--- src/rtl/add_pipe_pkg.sv ---
// ============================================================================
// add_pipe_pkg: shared defaults and result entry type for the adder pipeline.
// Revision 1.0
// ============================================================================
`default_nettype none

package add_pipe_pkg;

    localparam int C_DATA_W = 64;
    localparam int C_DEPTH  = 4;

    typedef struct packed {
        logic                cout;
        logic [C_DATA_W-1:0] sum;
    } add_entry_t;

endpackage

`default_nettype wire

--- src/rtl/result_fifo_mem.sv ---
// ============================================================================
// result_fifo_mem: storage array, one clocked write port, one async read port.
// Revision 1.0
// ============================================================================
`default_nettype none

module result_fifo_mem #(
    parameter int WIDTH = 65,
    parameter int DEPTH = 4,
    parameter int AW    = $clog2(DEPTH)
) (
    input  logic             clk,
    input  logic             we,
    input  logic [AW-1:0]    waddr,
    input  logic [WIDTH-1:0] wdata,
    input  logic [AW-1:0]    raddr,
    output logic [WIDTH-1:0] rdata
);

    logic [WIDTH-1:0] r_mem [DEPTH];

    always_ff @(posedge clk) begin
        if (we) begin
            r_mem[waddr] <= wdata;
        end
    end

    assign rdata = r_mem[raddr];

endmodule

`default_nettype wire

--- src/rtl/add_result_fifo.sv ---
// ============================================================================
// add_result_fifo: first-word-fall-through buffer for adder results; drops
// results when full. Optional counters: ADD_RESULT_FIFO_STATS_EN.
// Revision 1.0
// ============================================================================
`default_nettype none

module add_result_fifo
    import add_pipe_pkg::*;
#(
    parameter int DATA_W    = C_DATA_W,
    parameter int DEPTH     = C_DEPTH,
    parameter int AFULL_LVL = 2
) (
    input  logic                       clk,
    input  logic                       rst,
    input  logic                       in_valid,
    input  logic [DATA_W-1:0]          in_sum,
    input  logic                       in_cout,
    input  logic                       clr_ovf,
    output logic                       out_valid,
    input  logic                       out_ready,
    output logic [DATA_W-1:0]          out_sum,
    output logic                       out_cout,
    output logic [$clog2(DEPTH):0]     count,
    output logic                       almost_full,
    output logic                       overflow
`ifdef ADD_RESULT_FIFO_STATS_EN
    ,
    output logic [31:0]                result_cnt,
    output logic [15:0]                drop_cnt
`endif
);

    localparam int AW = $clog2(DEPTH);
    localparam int CW = AW + 1;

    typedef struct packed {
        logic              cout;
        logic [DATA_W-1:0] sum;
    } entry_t;

    logic [AW-1:0] r_wr_ptr;
    logic [AW-1:0] r_rd_ptr;
    logic [CW-1:0] r_count;
    logic          r_overflow;

    logic   w_full;
    logic   w_pop;
    logic   w_push;
    logic   w_drop;
    entry_t w_wr_entry;
    entry_t w_rd_entry;

    assign w_full = (r_count == CW'(DEPTH));
    assign w_pop  = (r_count != '0) && out_ready;
    // A pop frees the slot in the same cycle, so a full FIFO still accepts.
    assign w_push = in_valid && (!w_full || w_pop);
    assign w_drop = in_valid && w_full && !w_pop;

    assign w_wr_entry.cout = in_cout;
    assign w_wr_entry.sum  = in_sum;

    result_fifo_mem #(
        .WIDTH ($bits(entry_t)),
        .DEPTH (DEPTH),
        .AW    (AW)
    ) u_mem (
        .clk   (clk),
        .we    (w_push && !rst),
        .waddr (r_wr_ptr),
        .wdata (w_wr_entry),
        .raddr (r_rd_ptr),
        .rdata (w_rd_entry)
    );

    always_ff @(posedge clk) begin
        if (rst) begin
            r_wr_ptr   <= '0;
            r_rd_ptr   <= '0;
            r_count    <= '0;
            r_overflow <= 1'b0;
        end else begin
            if (w_push) begin
                r_wr_ptr <= r_wr_ptr + AW'(1);
            end
            if (w_pop) begin
                r_rd_ptr <= r_rd_ptr + AW'(1);
            end
            case ({w_push, w_pop})
                2'b10:   r_count <= r_count + CW'(1);
                2'b01:   r_count <= r_count - CW'(1);
                default: r_count <= r_count;
            endcase
            // A drop in the same cycle as clr_ovf keeps the flag set.
            if (w_drop) begin
                r_overflow <= 1'b1;
            end else if (clr_ovf) begin
                r_overflow <= 1'b0;
            end
        end
    end

    assign out_valid   = (r_count != '0);
    assign out_sum     = w_rd_entry.sum;
    assign out_cout    = w_rd_entry.cout;
    assign count       = r_count;
    assign almost_full = (r_count >= CW'(AFULL_LVL));
    assign overflow    = r_overflow;

`ifdef ADD_RESULT_FIFO_STATS_EN
    logic [31:0] r_result_cnt;
    logic [15:0] r_drop_cnt;

    always_ff @(posedge clk) begin
        if (rst) begin
            r_result_cnt <= '0;
            r_drop_cnt   <= '0;
        end else begin
            if (w_push) begin
                r_result_cnt <= r_result_cnt + 32'd1;
            end
            if (w_drop && (r_drop_cnt != 16'hFFFF)) begin
                r_drop_cnt <= r_drop_cnt + 16'd1;
            end
        end
    end

    assign result_cnt = r_result_cnt;
    assign drop_cnt   = r_drop_cnt;
`endif

endmodule

`default_nettype wire

--- config.mk ---
export PLATFORM = sky130hd
export DESIGN_NAME = add_result_fifo
export DESIGN_NICKNAME = d
export VERILOG_FILES = /design/src/rtl/add_pipe_pkg.sv /design/src/rtl/result_fifo_mem.sv /design/src/rtl/add_result_fifo.sv
export SDC_FILE = /design/constraint.sdc
export NUM_CORES = 1
export LEC_CHECK = 0
export ABC_AREA = 0
export CAP_MARGIN = 10
export CORE_AREA = 2 2 162 164
export CTS_BUF_LIST = sky130_fd_sc_hd__clkbuf_4
export DETAILED_ROUTE_END_ITERATION = 7
export DIE_AREA = 0 0 164 166
export MAX_ROUTING_LAYER = met4
export SLEW_MARGIN = 20
export SYNTH_ARGS = -nofsm -noshare
export SYNTH_HDL_FRONTEND = slang
export SYNTH_SLANG_ARGS = --single-unit
--- constraint.sdc ---
create_clock -name clk -period 3 [get_ports clk]
set_input_delay 0.6 -clock clk [delete_from_list [all_inputs] [get_ports clk]]
set_output_delay 0.6 -clock clk [all_outputs]
set_load 0.05 [all_outputs]
==> flow_summary.ini <==
[clocking]
cts_made_buffers = 70
path_clk_slew_ns = 0.06
insertion_delay_of_the_later_clocked_pin_in_the_worst_skew_pair_ns = 0.64
cts_max_path_buffers = 3
cts_sinks = 270
cts-root-buf = sky130_fd_sc_hd__clkbuf_4
cts_htree_levels = 3
tritoncts = done

[logic_synthesis]
compound_gate_fraction_of_synth_area = 0.0108
synth_adder_area_share = 0.00701
synth_top_area_frac = 0.782
synth_cell_types = 36
synth_area_leader_cell = sky130_fd_sc_hd__edfxtp_1
synth_mux_area_frac = 0.147
ys_seq_elements = 270
largest_family_of_logic_cells_by_synthesized_area = multiplexers
ys_seq_area_frac = 0.802
synth_top_cells_by_area = sky130_fd_sc_hd__edfxtp_1 (78%), sky130_fd_sc_hd__mux4_2 (15%), sky130_fd_sc_hd__dfxtp_1 (2.0%)
post_synthesis_area_per_instance_um2 = 24.4
synthesis.area_mm2 = 0.00999
synth_cells = 410
synth_xor_area_frac = 0.00351
synth-edff-count = 260
postSynth.topFlopCell = sky130_fd_sc_hd__edfxtp_1
synth_simple_gate_area_frac = 0.0150
yosys_warnings = 0
syn-num-nets = 485
synth-async-reset-ratio = 0

[routing]
drcViolationCount = 0
drt_iter0_drc = 367
drt_wl_total_mm = 20.2
post_drt_via_cell_ratio = 4.92
drt_pre_antenna_iters = 4
routedWlPerCell_um = 20.1
vias = 4960
drtAntennaViolNets = 0

[power_and_ir_drop]
finalPower_w = 0.00902
seqPwrFrac = 0.477
power.net_switching_w = 0.00244
p_per_area_mw_per_mm2 = 711
combPwrFrac = 0.184
swShare = 0.271
static-leakage-power_nw = 4.20
clock_power_share = 0.339
internal_power_w = 0.00658
vdd_drop_max_v = 0.000265

[global_route]
gr_usage_total = 0.157
grt_pass1_vias = 5519
initial_antenna_violation_count = 5
gr-total-overflow = 0
grt_max_degree = 44
wire_length_of_the_first_global_routing_pass_mm = 30.9

[final_layout]
area_growth_syn_to_layout_pct = 27.0
num-fill-cells = 2116
multi_input_gate_area_in_the_final_layout_mm2 = 0.00184
utilization = 0.495
final_net_count = 699
ff_latch_area_mm2 = 0.00802
drive_gt1_frac = 0.398

[timing]
timing.final.max_slew_violations = 0
total_negative_setup_slacks_ns = 0
rsz0062_at_grt = false
max_slew.worst_pin.slew_ns = 0.522
worst_max_slew_margin_expressed_relative_to_the_limit = 0.651
finalHoldViolations = 0
finalCriticalPeriod_ns = 2.80
timing.final.crit_share = 0.934
max_freq_ghz = 0.357
setup_viol_count_final = 0
skew_ns = 0.0503

[placement]
port_buffers = 140
gp_congestion = 0.761
place.detailed.hpwl_mm = 12.5

[floorplanning]
coreArea_mm2 = 0.0256
pin_count = 141
chipWidth_um = 164
initial_core_util = 0.390
floorplan.rows = 59
area_of_the_die_mm2 = 0.0272
chipHeight_um = 166

[flow_run]
timing.max_cap.violations = 0

[worst_setup_path]
worst_ep_arrival_time_ns = 2.20
crit_path_end_kind = primary output
critPathKind = reg -> out
critical_path_required_ns = 2.40
critical_path_peak_fanout = 9
setup.worst_path.start_class = flip-flop

[worst_hold_path]
holdCritPathClass = reg -> reg

[status]
status = completed
metal layers:
layer	share of wire	wire length [um]	vias to the layer above	track usage
met4	0.018	370	0	0.0603
met2	0.49	9930	199	0.244
met1	0.41	8350	2520	0.194
met5	0	0	-	-
li1	-	-	2209	-
met3	0.077	1560	32	0.0465
worst max-delay path: stages, from the launching register on:
cell and delay [ns]:
sky130_fd_sc_hd__dfxtp_1 0.51, sky130_fd_sc_hd__inv_1 0.18, sky130_fd_sc_hd__nand2_1 0.10, sky130_fd_sc_hd__clkdlybuf4s50_1 0.80
per-stage QoR:
stage               hold WS (ns)  std cells  setup slack [ns]  instance area, um^2
floorplan                  0.485        410             0.233                 9990
global placement           0.502        885             0.354                11800
detailed placement         0.517        885             0.258                11800
CTS                        0.520       1003            0.0569                12700
global route               0.547       1008            0.0547                12700
finish                     0.524       1008             0.198                12700
cell usage after synthesis, drive strengths merged (2+ instances only):
cell type / instances
ha: 4
xor2: 4
a21oi: 2
and2: 4
buf: 15
nor4b: 2
edfxtp: 260
inv: 8
mux4: 65
dfxtp: 10
nand3: 3
o21ai: 3
or3: 2
a31oi: 2
nand2: 2
clkbuf: 3
nor2: 5
layout make-up:
class	count	share of cell area
Tap cell	335	0.0330
Clock inverter	16	0.00956
Timing Repair Buffer	160	0.119
Clock buffer	100	0.0592
Antenna cell	5	0.000986
Multi-Input combinational cell	114	0.145
Sequential cell	270	0.632
Inverter	8	0.00237
path summary, 6_finish.rpt:
| kind | to | slack, ns | from | cells after the start |
|---|---|---|---|---|
| setup / recovery | almost_full | 0.20 | count[1] | 3 |
| hold / removal | r_rd_ptr[1] | 0.52 | r_rd_ptr[1] | 2 |
| hold reg to reg | r_rd_ptr[1] | 0.52 | r_rd_ptr[1] | 2 |
| setup reg to reg | count[2] | 0.74 | count[0] | 7 |
state kept, by name, indices dropped and copies added, names as in the netlist, named ones only:
signal       count
overflow         1
u_mem.r_mem    260
r_wr_ptr         2
r_rd_ptr         2
count            3
cells by family (layout without fill, tap and decap cells):
group                      Yosys count  after routing
buffers and inverters               26            284
xor gates and xnor gates             4              4
AOI/OAI and AO/OA                   15             15
and+or+nand+nor                     25             25
other                                0              5
muxes                               65             65
adders and majority gates            5              5
DFF                                270            270
cells in the final DEF, fill, tap and decap left out, types with 2 or more instances in the layout:
| master | instances |
|---|---|
| sky130_fd_sc_hd__a21oi_1 | 2 |
| sky130_fd_sc_hd__a31oi_1 | 2 |
| sky130_fd_sc_hd__and2_4 | 4 |
| sky130_fd_sc_hd__buf_12 | 9 |
| sky130_fd_sc_hd__buf_4 | 76 |
| sky130_fd_sc_hd__bufinv_16 | 2 |
| sky130_fd_sc_hd__clkbuf_4 | 100 |
| sky130_fd_sc_hd__clkdlybuf4s50_1 | 74 |
| sky130_fd_sc_hd__clkinv_1 | 9 |
| sky130_fd_sc_hd__clkinvlp_4 | 2 |
| sky130_fd_sc_hd__dfxtp_1 | 8 |
| sky130_fd_sc_hd__dfxtp_4 | 2 |
| sky130_fd_sc_hd__diode_2 | 5 |
| sky130_fd_sc_hd__edfxtp_1 | 260 |
| sky130_fd_sc_hd__ha_1 | 4 |
| sky130_fd_sc_hd__inv_1 | 7 |
| sky130_fd_sc_hd__inv_2 | 3 |
| sky130_fd_sc_hd__mux4_2 | 65 |
| sky130_fd_sc_hd__nand2_1 | 2 |
| sky130_fd_sc_hd__nand3_1 | 3 |
| sky130_fd_sc_hd__nor2_1 | 5 |
| sky130_fd_sc_hd__o21ai_0 | 3 |
| sky130_fd_sc_hd__or3_1 | 2 |
| sky130_fd_sc_hd__xor2_1 | 4 |
power by group through the flow:
stage,registers (W),clock network [W],logic (W)
2_1_floorplan,0.00438,0,0.00113
3_3_place_gp,0.00440,0,0.00163
3_5_place_dp,0.00441,0,0.00165
4_1_cts,0.00430,0.00319,0.00169
5_1_grt,0.00431,0.00339,0.00175
6_report,0.00430,0.00306,0.00166
what timing repair did:
| action | CTS | global route |
|---|---|---|
| resized for setup | 0 | 1 |
| hold buffers | 0 | 0 |
| buffers inserted | 2 | 0 |
| endpoints found under the setup margin | 17 | 1 |
Note: power is estimated with default switching activity, not from simulation.
